File: src/rtl/restoring_divider8.sv
// Multi-cycle unsigned restoring divider: one shift-subtract-restore iteration
// per clock, results held until the next accepted start.
module restoring_divider8 #(
  parameter int WIDTH = 8
) (
  input  logic             clk,
  input  logic             rst,
  input  logic             start,
  input  logic [WIDTH-1:0] dividend,
  input  logic [WIDTH-1:0] divisor,
  output logic             busy,
  output logic             done,
  output logic [WIDTH-1:0] quotient,
  output logic [WIDTH-1:0] remainder,
  output logic             div_by_zero
);

  typedef enum logic [1:0] {IDLE, RUN, DONE} state_t;

  localparam int CNT_W = $clog2(WIDTH + 1);

  state_t           state;
  logic [CNT_W-1:0] cnt;
  logic [WIDTH:0]   r;
  logic [WIDTH-1:0] q;
  logic [WIDTH-1:0] d;
  logic [WIDTH:0]   r_next;
  logic [WIDTH-1:0] q_next;
  logic             accept;

  // One restoring iteration; returns {next partial remainder, next quotient}.
  function automatic logic [2*WIDTH:0] div_step(
    input logic [WIDTH:0]   r_in,
    input logic [WIDTH-1:0] q_in,
    input logic [WIDTH-1:0] d_in
  );
    logic [WIDTH:0]   shifted;
    logic [WIDTH:0]   trial;
    logic [WIDTH-1:0] q_sh;
    shifted = {r_in[WIDTH-1:0], q_in[WIDTH-1]};
    q_sh    = {q_in[WIDTH-2:0], 1'b0};
    trial   = shifted - {1'b0, d_in};
    if (!trial[WIDTH])
      return {trial, q_sh[WIDTH-1:1], 1'b1};
    else
      return {shifted, q_sh};
  endfunction

  assign accept = start && ((state == IDLE) || (state == DONE));

  always_comb begin
    {r_next, q_next} = div_step(r, q, d);
  end

  // Control and result registers; reset aborts any in-flight division.
  always_ff @(posedge clk or posedge rst) begin
    if (rst) begin
      state       <= IDLE;
      cnt         <= '0;
      busy        <= 1'b0;
      done        <= 1'b0;
      quotient    <= '0;
      remainder   <= '0;
      div_by_zero <= 1'b0;
    end else begin
      case (state)
        IDLE, DONE: begin
          done <= 1'b0;
          busy <= 1'b0;
          if (accept) begin
            cnt         <= '0;
            div_by_zero <= (divisor == '0);
            if (divisor == '0) begin
              state     <= DONE;
              done      <= 1'b1;
              quotient  <= '1;
              remainder <= dividend;
            end else begin
              state <= RUN;
              busy  <= 1'b1;
            end
          end else begin
            state <= IDLE;
          end
        end
        RUN: begin
          cnt <= cnt + 1'b1;
          if (cnt == CNT_W'(WIDTH - 1)) begin
            state     <= DONE;
            busy      <= 1'b0;
            done      <= 1'b1;
            quotient  <= q_next;
            remainder <= r_next[WIDTH-1:0];
          end
        end
        default: begin
          state <= IDLE;
          busy  <= 1'b0;
          done  <= 1'b0;
        end
      endcase
    end
  end

  // Datapath registers carry no reset; they are loaded on every accept.
  always_ff @(posedge clk) begin
    if (accept) begin
      r <= '0;
      q <= dividend;
      d <= divisor;
    end else if (state == RUN) begin
      r <= r_next;
      q <= q_next;
    end
  end

endmodule

File: config.mk
export PLATFORM = sky130hd
export DESIGN_NAME = restoring_divider8
export DESIGN_NICKNAME = d
export VERILOG_FILES = /design/src/rtl/restoring_divider8.sv
export SDC_FILE = /design/constraint.sdc
export NUM_CORES = 1
export LEC_CHECK = 0
export ABC_AREA = 1
export CAP_MARGIN = 20
export CORE_AREA = 2 2 78 80
export CTS_CLUSTER_DIAMETER = 120
export DETAILED_ROUTE_END_ITERATION = 12
export DIE_AREA = 0 0 80 82
export PLACE_DENSITY = 0.67
export SYNTH_ARGS = -nofsm -noshare
export SYNTH_HDL_FRONTEND = slang
export SYNTH_SLANG_ARGS = --single-unit
File: constraint.sdc
create_clock -name clk -period 2.5 [get_ports clk]
set_input_delay 0.25 -clock clk [delete_from_list [all_inputs] [get_ports clk]]
set_output_delay 0.25 -clock clk [all_outputs]
set_load 0.005 [all_outputs]
==> reports/qor.yml, run 1 <==
cts:
  postCtsSetupBuffers: 0
  insertion_delay_ns: 0.31
  cts_hold_buf: 0
  clockBufferDepth: 2
  cts-root-buf: "clkbuf_8"
  cts-htree-levels: 2
  cts_resized: 0
  clkSlewWorstSetupHoldPaths_ns: 0.09
  cts_num_sinks: 48
  cts_tree: "yes"
  tritoncts.num_buffers: 5
timing:
  rsz0062_at_grt: "no"
  report.final.slew_viol_count: 0
  hold_viol: 0
  slew_headroom: 0.770
  fmax_mhz: 462
  worst_slew_pin_slew_ns: 0.341
  min_period_over_period: 0.866
  layout_setup_ws_ns: 0.336
  setup_tns_ns: 0
  setup_viol: 0
  finalClockSkew_ns: 0.0142
  whs_ns: 0.290
  period_minus_slack_ns: 2.16
setup_path:
  critical_path_buf_inv_count: 1
  rr_startpoint: "d[0]$_DFFE_PN_"
  cp_max_fo: 11
  crit_chain: "ha_1 -> fa_1 -> inv_1 -> nand2_1 -> nand2_1 -> nand3_2 -> nand2_2 -> nand2_2 -> nand2_2 -> nand2_1 -> nand3_1 -> o21ai_0"
  crit_required_ns: 2.68
  critPathLaunch: "d[0]$_DFFE_PN_"
  cp.arrival_ns: 2.35
  crit_path_max_incr_delay_ns: 0.41
  ff2ff_path_depth: 12
  critPathKind: "register to register"
  crit_family: "simple AND/OR/NAND/NOR gates"
  end_kind: "register"
  cp_slowest_cell: "fa_1"
  r2r_setup_slack_ns: 0.34
  path_depth: 12
  worst_setup_path_start_kind: "register"
logic_synthesis:
  synth_top_family_by_area: "simple AND/OR/NAND/NOR gates"
  synthSimpleGateAreaFrac: 0.260
  synthXorXnorAreaFrac: 0.0106
  syn_area_per_cell_um2: 8.45
  synth_edf_count: 16
  synth_area_leaders: "dfrtp_1 (24%), edfxtp_1 (19%), nand2_1 (10%)"
  ys_async_sr_fraction: 0.500
  synth_mux_area_frac: 0
  synth_cell_types: 28
  ys_ff_latch: 48
  synth-seq-area-share: 0.501
  synth_flop_cell: "dfrtp_1"
  synth_compound_area_frac: 0.0829
  synth.cell_area_um2: 2480
  synth_top_cell_by_area: "dfrtp_1"
  synth_top_area_frac: 0.243
  synth_fa_ha_area_frac: 0.0536
  synthCells: 293
  ys_warn_count: 0
  syn-num-nets: 322
layout:
  nets: 365
  multi_input_area_um2: 1010
  area.growth.synth_to_final_pct: 23.9
  drive_gt1_frac: 0.110
  diodes: 0
  fin_area_um2: 3070
  num-fill-cells: 549
  regArea_um2: 1240
grt:
  antenna_found_initial: 0
  overflow: 0
  grt_pass1_wl_mm: 8.83
  grt_pass1_vias: 1874
  grt_max_degree: 25
  gr-usage-all-layers: 0.176
placement:
  place_ws_ns: 0.392
  io_buffers: 37
  gp_congestion: 0.857
  dp.final_hpwl_mm: 3.97
  placed_area_um2: 2930
floorplanning:
  dieArea_um2: 6560
  top_level_ports: 38
  core_um2: 5750
  fp.dieW_um: 80
  die_h_um: 82
  std_cell_rows: 28
  initial_utilization: 0.431
outcome:
  outcome: "completed"
route:
  via_per_inst: 4.90
  drt_first_iter_violations: 79
  wl_per_cell_um: 12.9
  drt-total-wl_mm: 5.33
  drcViolationCount: 0
  via_count: 2017
  drt_first_pass_iters: 4
  postRouteAntennaNets: 0
power_and_ir_drop:
  share_comb_of_total_power: 0.509
  share_seq_of_total_power: 0.330
  peakVddDrop_uv: 704
  power_mw: 4.23
  swShare: 0.405
  p_int_mw: 2.51
  power.density_nw_per_um2: 1380
  p_leak_nw: 1.45
  clockPowerShare: 0.161
  p_switching_mw: 1.71
hold_path:
  hold_class: "input pin to async pin"
job:
  max-cap-violations: 0
==> final timing paths <==
kind | endpoint
max | r[1]$_SDFFE_PN0P_
min | done$_DFFE_PP0N_
max reg2reg | r[1]$_SDFFE_PN0P_
min reg2reg | cnt[3]$_DFFE_PP0P_
max in group asynchronous | quotient[0]$_DFFE_PP0P_
min in group clk | cnt[3]$_DFFE_PP0P_
==> layer usage <==
| layer | vias to the layer above | wire length (um) | global-route usage |
|---|---|---|---|
| li1 | 1020 | - | - |
| met1 | 947 | 2420 | 0.243 |
| met2 | 42 | 2570 | 0.284 |
| met3 | 8 | 253 | 0.0341 |
| met4 | 0 | 77 | 0.0508 |
| met5 | - | 0 | 0 |
==> area by class of cell <==
class                      instances  share of cell area
tap                               75              0.0306
clock inverter                     3              0.0224
inverter                          44              0.0538
sequential                        48               0.405
multi-input combinational        193               0.328
clock buffer                       5              0.0224
timing repair buffer              44               0.138
==> sequential cells by signal (all words and copies together) (netlist names) <==
register	cells
q	8
div_by_zero	1
state	1
remainder	8
done	1
d	8
cnt	4
r	8
quotient	8
busy	1
==> kinds of logic after synthesis <==
family | after synthesis
fa+ha+maj | 10
xor+xnor | 3
simple gates | 143
buf+inv | 52
flops | 48
compound gates | 37
==> stage by stage <==
| step | std cells | utilization |
|---|---|---|
| 4_1_cts | 412 | 0.534 |
| 3_3_place_gp | 404 | 0.510 |
| 3_5_place_dp | 404 | 0.510 |
| 2_1_floorplan | 293 | - |
| 5_1_grt | 412 | 0.534 |
| 6_report | 412 | 0.534 |
==> synth_stat cells, types with 4 or more instances <==
library cell,count
dfxtp_1,8
ha_1,9
inv_1,41
nand3_1,21
nor2_1,34
dfrtp_1,24
nor3_1,5
edfxtp_1,16
nand2_1,67
nand3_2,7
a21oi_1,22
nand2_2,5
buf_6,4
o21ai_0,11
==> tightest hold or removal path: stages <==
cell,delay (ns)
clkdlybuf4s50_1,0.40
inv_1,0.05
buf_4,0.31
==> power groups by stage <==
stage / combinational (mW) / clock (mW) / sequential (mW)
after floorplan: 1.49 / 0 / 1.38
after global placement: 2.11 / 0 / 1.40
after detailed placement: 2.15 / 0 / 1.41
after CTS: 2.17 / 0.691 / 1.40
after global routing: 2.45 / 0.721 / 1.43
final: 2.15 / 0.679 / 1.39
==> cell usage in the layout, fill, tap and decap left out <==
cell type	n
o21ai_0	11
or2_2	1
or2_4	1
bufinv_16	2
xor2_1	1
clkdlybuf4s50_1	37
nand2_1	67
buf_4	7
inv_1	41
dfrtp_1	24
fa_1	1
clkbuf_8	5
nor3_1	5
nor2_1	34
o21ai_2	1
a31oi_1	1
nand3_2	7
inv_6	1
a21oi_4	1
nand2_2	5
xnor2_1	2
a21oi_2	1
nand3_1	21
inv_2	3
ha_1	9
edfxtp_1	16
nor2_4	1
dfxtp_1	8
a21oi_1	22
nor2_2	1
(Power assumes the default switching activity.)
==> run 2, diff against run 1 <==
DONT_BUFFER_PORTS = 1   (was default)
PLACE_DENSITY = default   (was 0.67)
==> run 2 against run 1 <==
  * Critical path depth increased by 2
  * Hold slack lost 0.26 ns
  * Clock power fell by 31%
  * Worst setup slack improved by 0.018 ns
  * Maximum frequency up 0.85%
  * Sequential cell count did not move
  * Global-route usage is 0.48 points lower
  * Combinational power fell by 16%
  * Sequential power rose by 3%
  * Non-clock buffer count decreased by 39
==> reports/qor.yml, run 2 (same netlist as run 1, synthesis figures left out) <==
floorplanning:
  fp.dieW_um: 80  # unchanged
  top_level_ports: 38  # unchanged
  dieArea_um2: 6560  # unchanged
  std_cell_rows: 28  # unchanged
  die_h_um: 82  # unchanged
  initial_utilization: 0.431  # unchanged
  core_um2: 5750  # unchanged
placement:
  dp.final_hpwl_mm: 3.90  # -1.6%
  place_inst: 365  # -9.7%
  io_buffers: 0  # -100%
  placed_area_um2: 2540  # -13%
  gp_congestion: 0.790  # -7.8%
  place_ws_ns: 0.381  # -0.0119 ns
timing:
  worst_slew_pin_slew_ns: 0.928  # +0.586 ns
  setup_tns_ns: 0  # unchanged
  hold_viol: 0  # unchanged
  setup_viol: 0  # unchanged
  fmax_mhz: 466  # +0.85%
  min_period_over_period: 0.858  # -0.00732
  slew_headroom: 0.381  # -0.389
  report.final.slew_viol_count: 0  # unchanged
  layout_setup_ws_ns: 0.354  # +0.0183 ns
  whs_ns: 0.0288  # -0.261 ns
  period_minus_slack_ns: 2.15  # -0.0183 ns
  finalClockSkew_ns: 0.00946  # -0.00474 ns
  rsz0062_at_grt: "no"
grt:
  grt_max_degree: 25  # unchanged
  gr-usage-all-layers: 0.172  # -0.00477
  grt_pass1_vias: 1834  # -2.1%
  overflow: 0  # unchanged
  antenna_found_initial: 0  # unchanged
  grt_pass1_wl_mm: 8.51  # -3.7%
hold_path:
  hold_class: "input pin to async pin"
power_and_ir_drop:
  p_leak_nw: 1.27  # -12%
  power.density_nw_per_um2: 1410  # +2.1%
  peakVddDrop_uv: 686  # -2.6%
  power_mw: 3.70  # -12%
cts:
  cts_num_sinks: 48  # unchanged
  clkSlewWorstSetupHoldPaths_ns: 0.10  # about the same
  cts_tree: "yes"
  clockBufferDepth: 2  # unchanged
  cts-root-buf: "clkbuf_8"
  postCtsSetupBuffers: 0  # unchanged
  tritoncts.num_buffers: 5  # unchanged
  cts_hold_buf: 0  # unchanged
  cts-htree-levels: 2  # unchanged
  insertion_delay_ns: 0.31  # about the same
  cts_resized: 0  # unchanged
layout:
  regArea_um2: 1240  # unchanged
  layout.cells.non_filler: 373  # -9.5%
  final_common_cell: "nand2_1"
  num-fill-cells: 586  # +6.7%
  fin_util: 0.458  # -0.0760
  area.growth.synth_to_final_pct: 6.27
  drive_gt1_frac: 0.114  # +0.00430
  nets: 326  # -11%
  mostFrequentLayoutCells: "nand2_1 (67), inv_1 (41), nor2_1 (34)"
  multi_input_area_um2: 1010  # unchanged
  diodes: 0  # unchanged
  fin_area_um2: 2630  # -14%
outcome:
  outcome: "completed"
setup_path:
  cp_max_fo: 11  # unchanged
  crit_required_ns: 2.74  # +0.06 ns
  rr_startpoint: "q[7]$_DFFE_PP_"
  cp.arrival_ns: 2.39  # +0.04 ns
  critPathKind: "register to register"
  worstReg2RegEnd: "remainder[7]$_DFFE_PP0P_"
  worst_setup_path_start_kind: "register"
  end_kind: "register"
  r2r_setup_slack_ns: 0.35  # +0.02 ns
  critPathLaunch: "q[7]$_DFFE_PP_"
  ff2ff_path_depth: 14  # +2
route:
  via_count: 1848  # -8.4%
  via_per_inst: 4.95  # +1.2%
  postRouteAntennaNets: 0  # unchanged
  drt_first_iter_violations: 87  # +10%
  wl_per_cell_um: 14.0  # +8.0%
  drt_first_pass_iters: 4  # unchanged
  drcViolationCount: 0  # unchanged
  drt-total-wl_mm: 5.21  # -2.2%
job:
  max-cap-violations: 0  # unchanged
-- run 2: cell types whose count changed in the layout (fill, tap and decap cells not counted), sizes merged --
cell / previous run / this run
clkdlybuf4s50: 37 / 0
bufinv: 2 / 0
buf: 7 / 5
clkinv: 0 / 2
-- run 2: per-layer routing --
metal  vias to the layer above  routed length (um)  GRT usage
met1                       855                2370      0.210
li1                        942                   -          -
met2                        39                2410      0.283
met3                        12                 294     0.0582
met4                         0                 126     0.0610
met5                         -                   0          0
-- run 2: worst max-delay path by stage --
stage	slack, ns	depth (start not counted)	endpoint
2_1_floorplan	0.68	14	r[7]$_SDFFE_PN0P_
3_3_place_gp	0.45	14	remainder[7]$_DFFE_PP0P_
3_5_place_dp	0.38	13	r[1]$_SDFFE_PN0P_
4_1_cts	0.36	14	remainder[7]$_DFFE_PP0P_
5_1_grt	0.15	13	remainder[7]$_DFFE_PP0P_
6_report	0.35	14	remainder[7]$_DFFE_PP0P_
-- run 2: final cells by class --
type,instances,area share
tap,75,0.0357
clock buffer,5,0.0262
inverter,44,0.0628
sequential,48,0.472
timing repair buffer,5,0.0143
clock inverter,3,0.00666
multi-input combinational,193,0.383
-- run 2: power breakdown --
group	total, mW	switching [mW]	internal, mW
Sequential	1.43	0.228	1.21
Combinational	1.80	1.16	0.641
Clock	0.470	0.274	0.196
-- run 2: critical path, cell delays in order, from the launching register on --
cell and delay [ns]:
edfxtp_1 0.34, inv_1 0.05, ha_1 0.22, fa_1 0.40, inv_1 0.07, nand2_1 0.04, nand2_1 0.10, nand3_2 0.10
nand2_2 0.08, nand2_2 0.16, nand2_2 0.19, nand2_1 0.07, nand2_1 0.06, nand2_1 0.07, a21oi_1 0.13
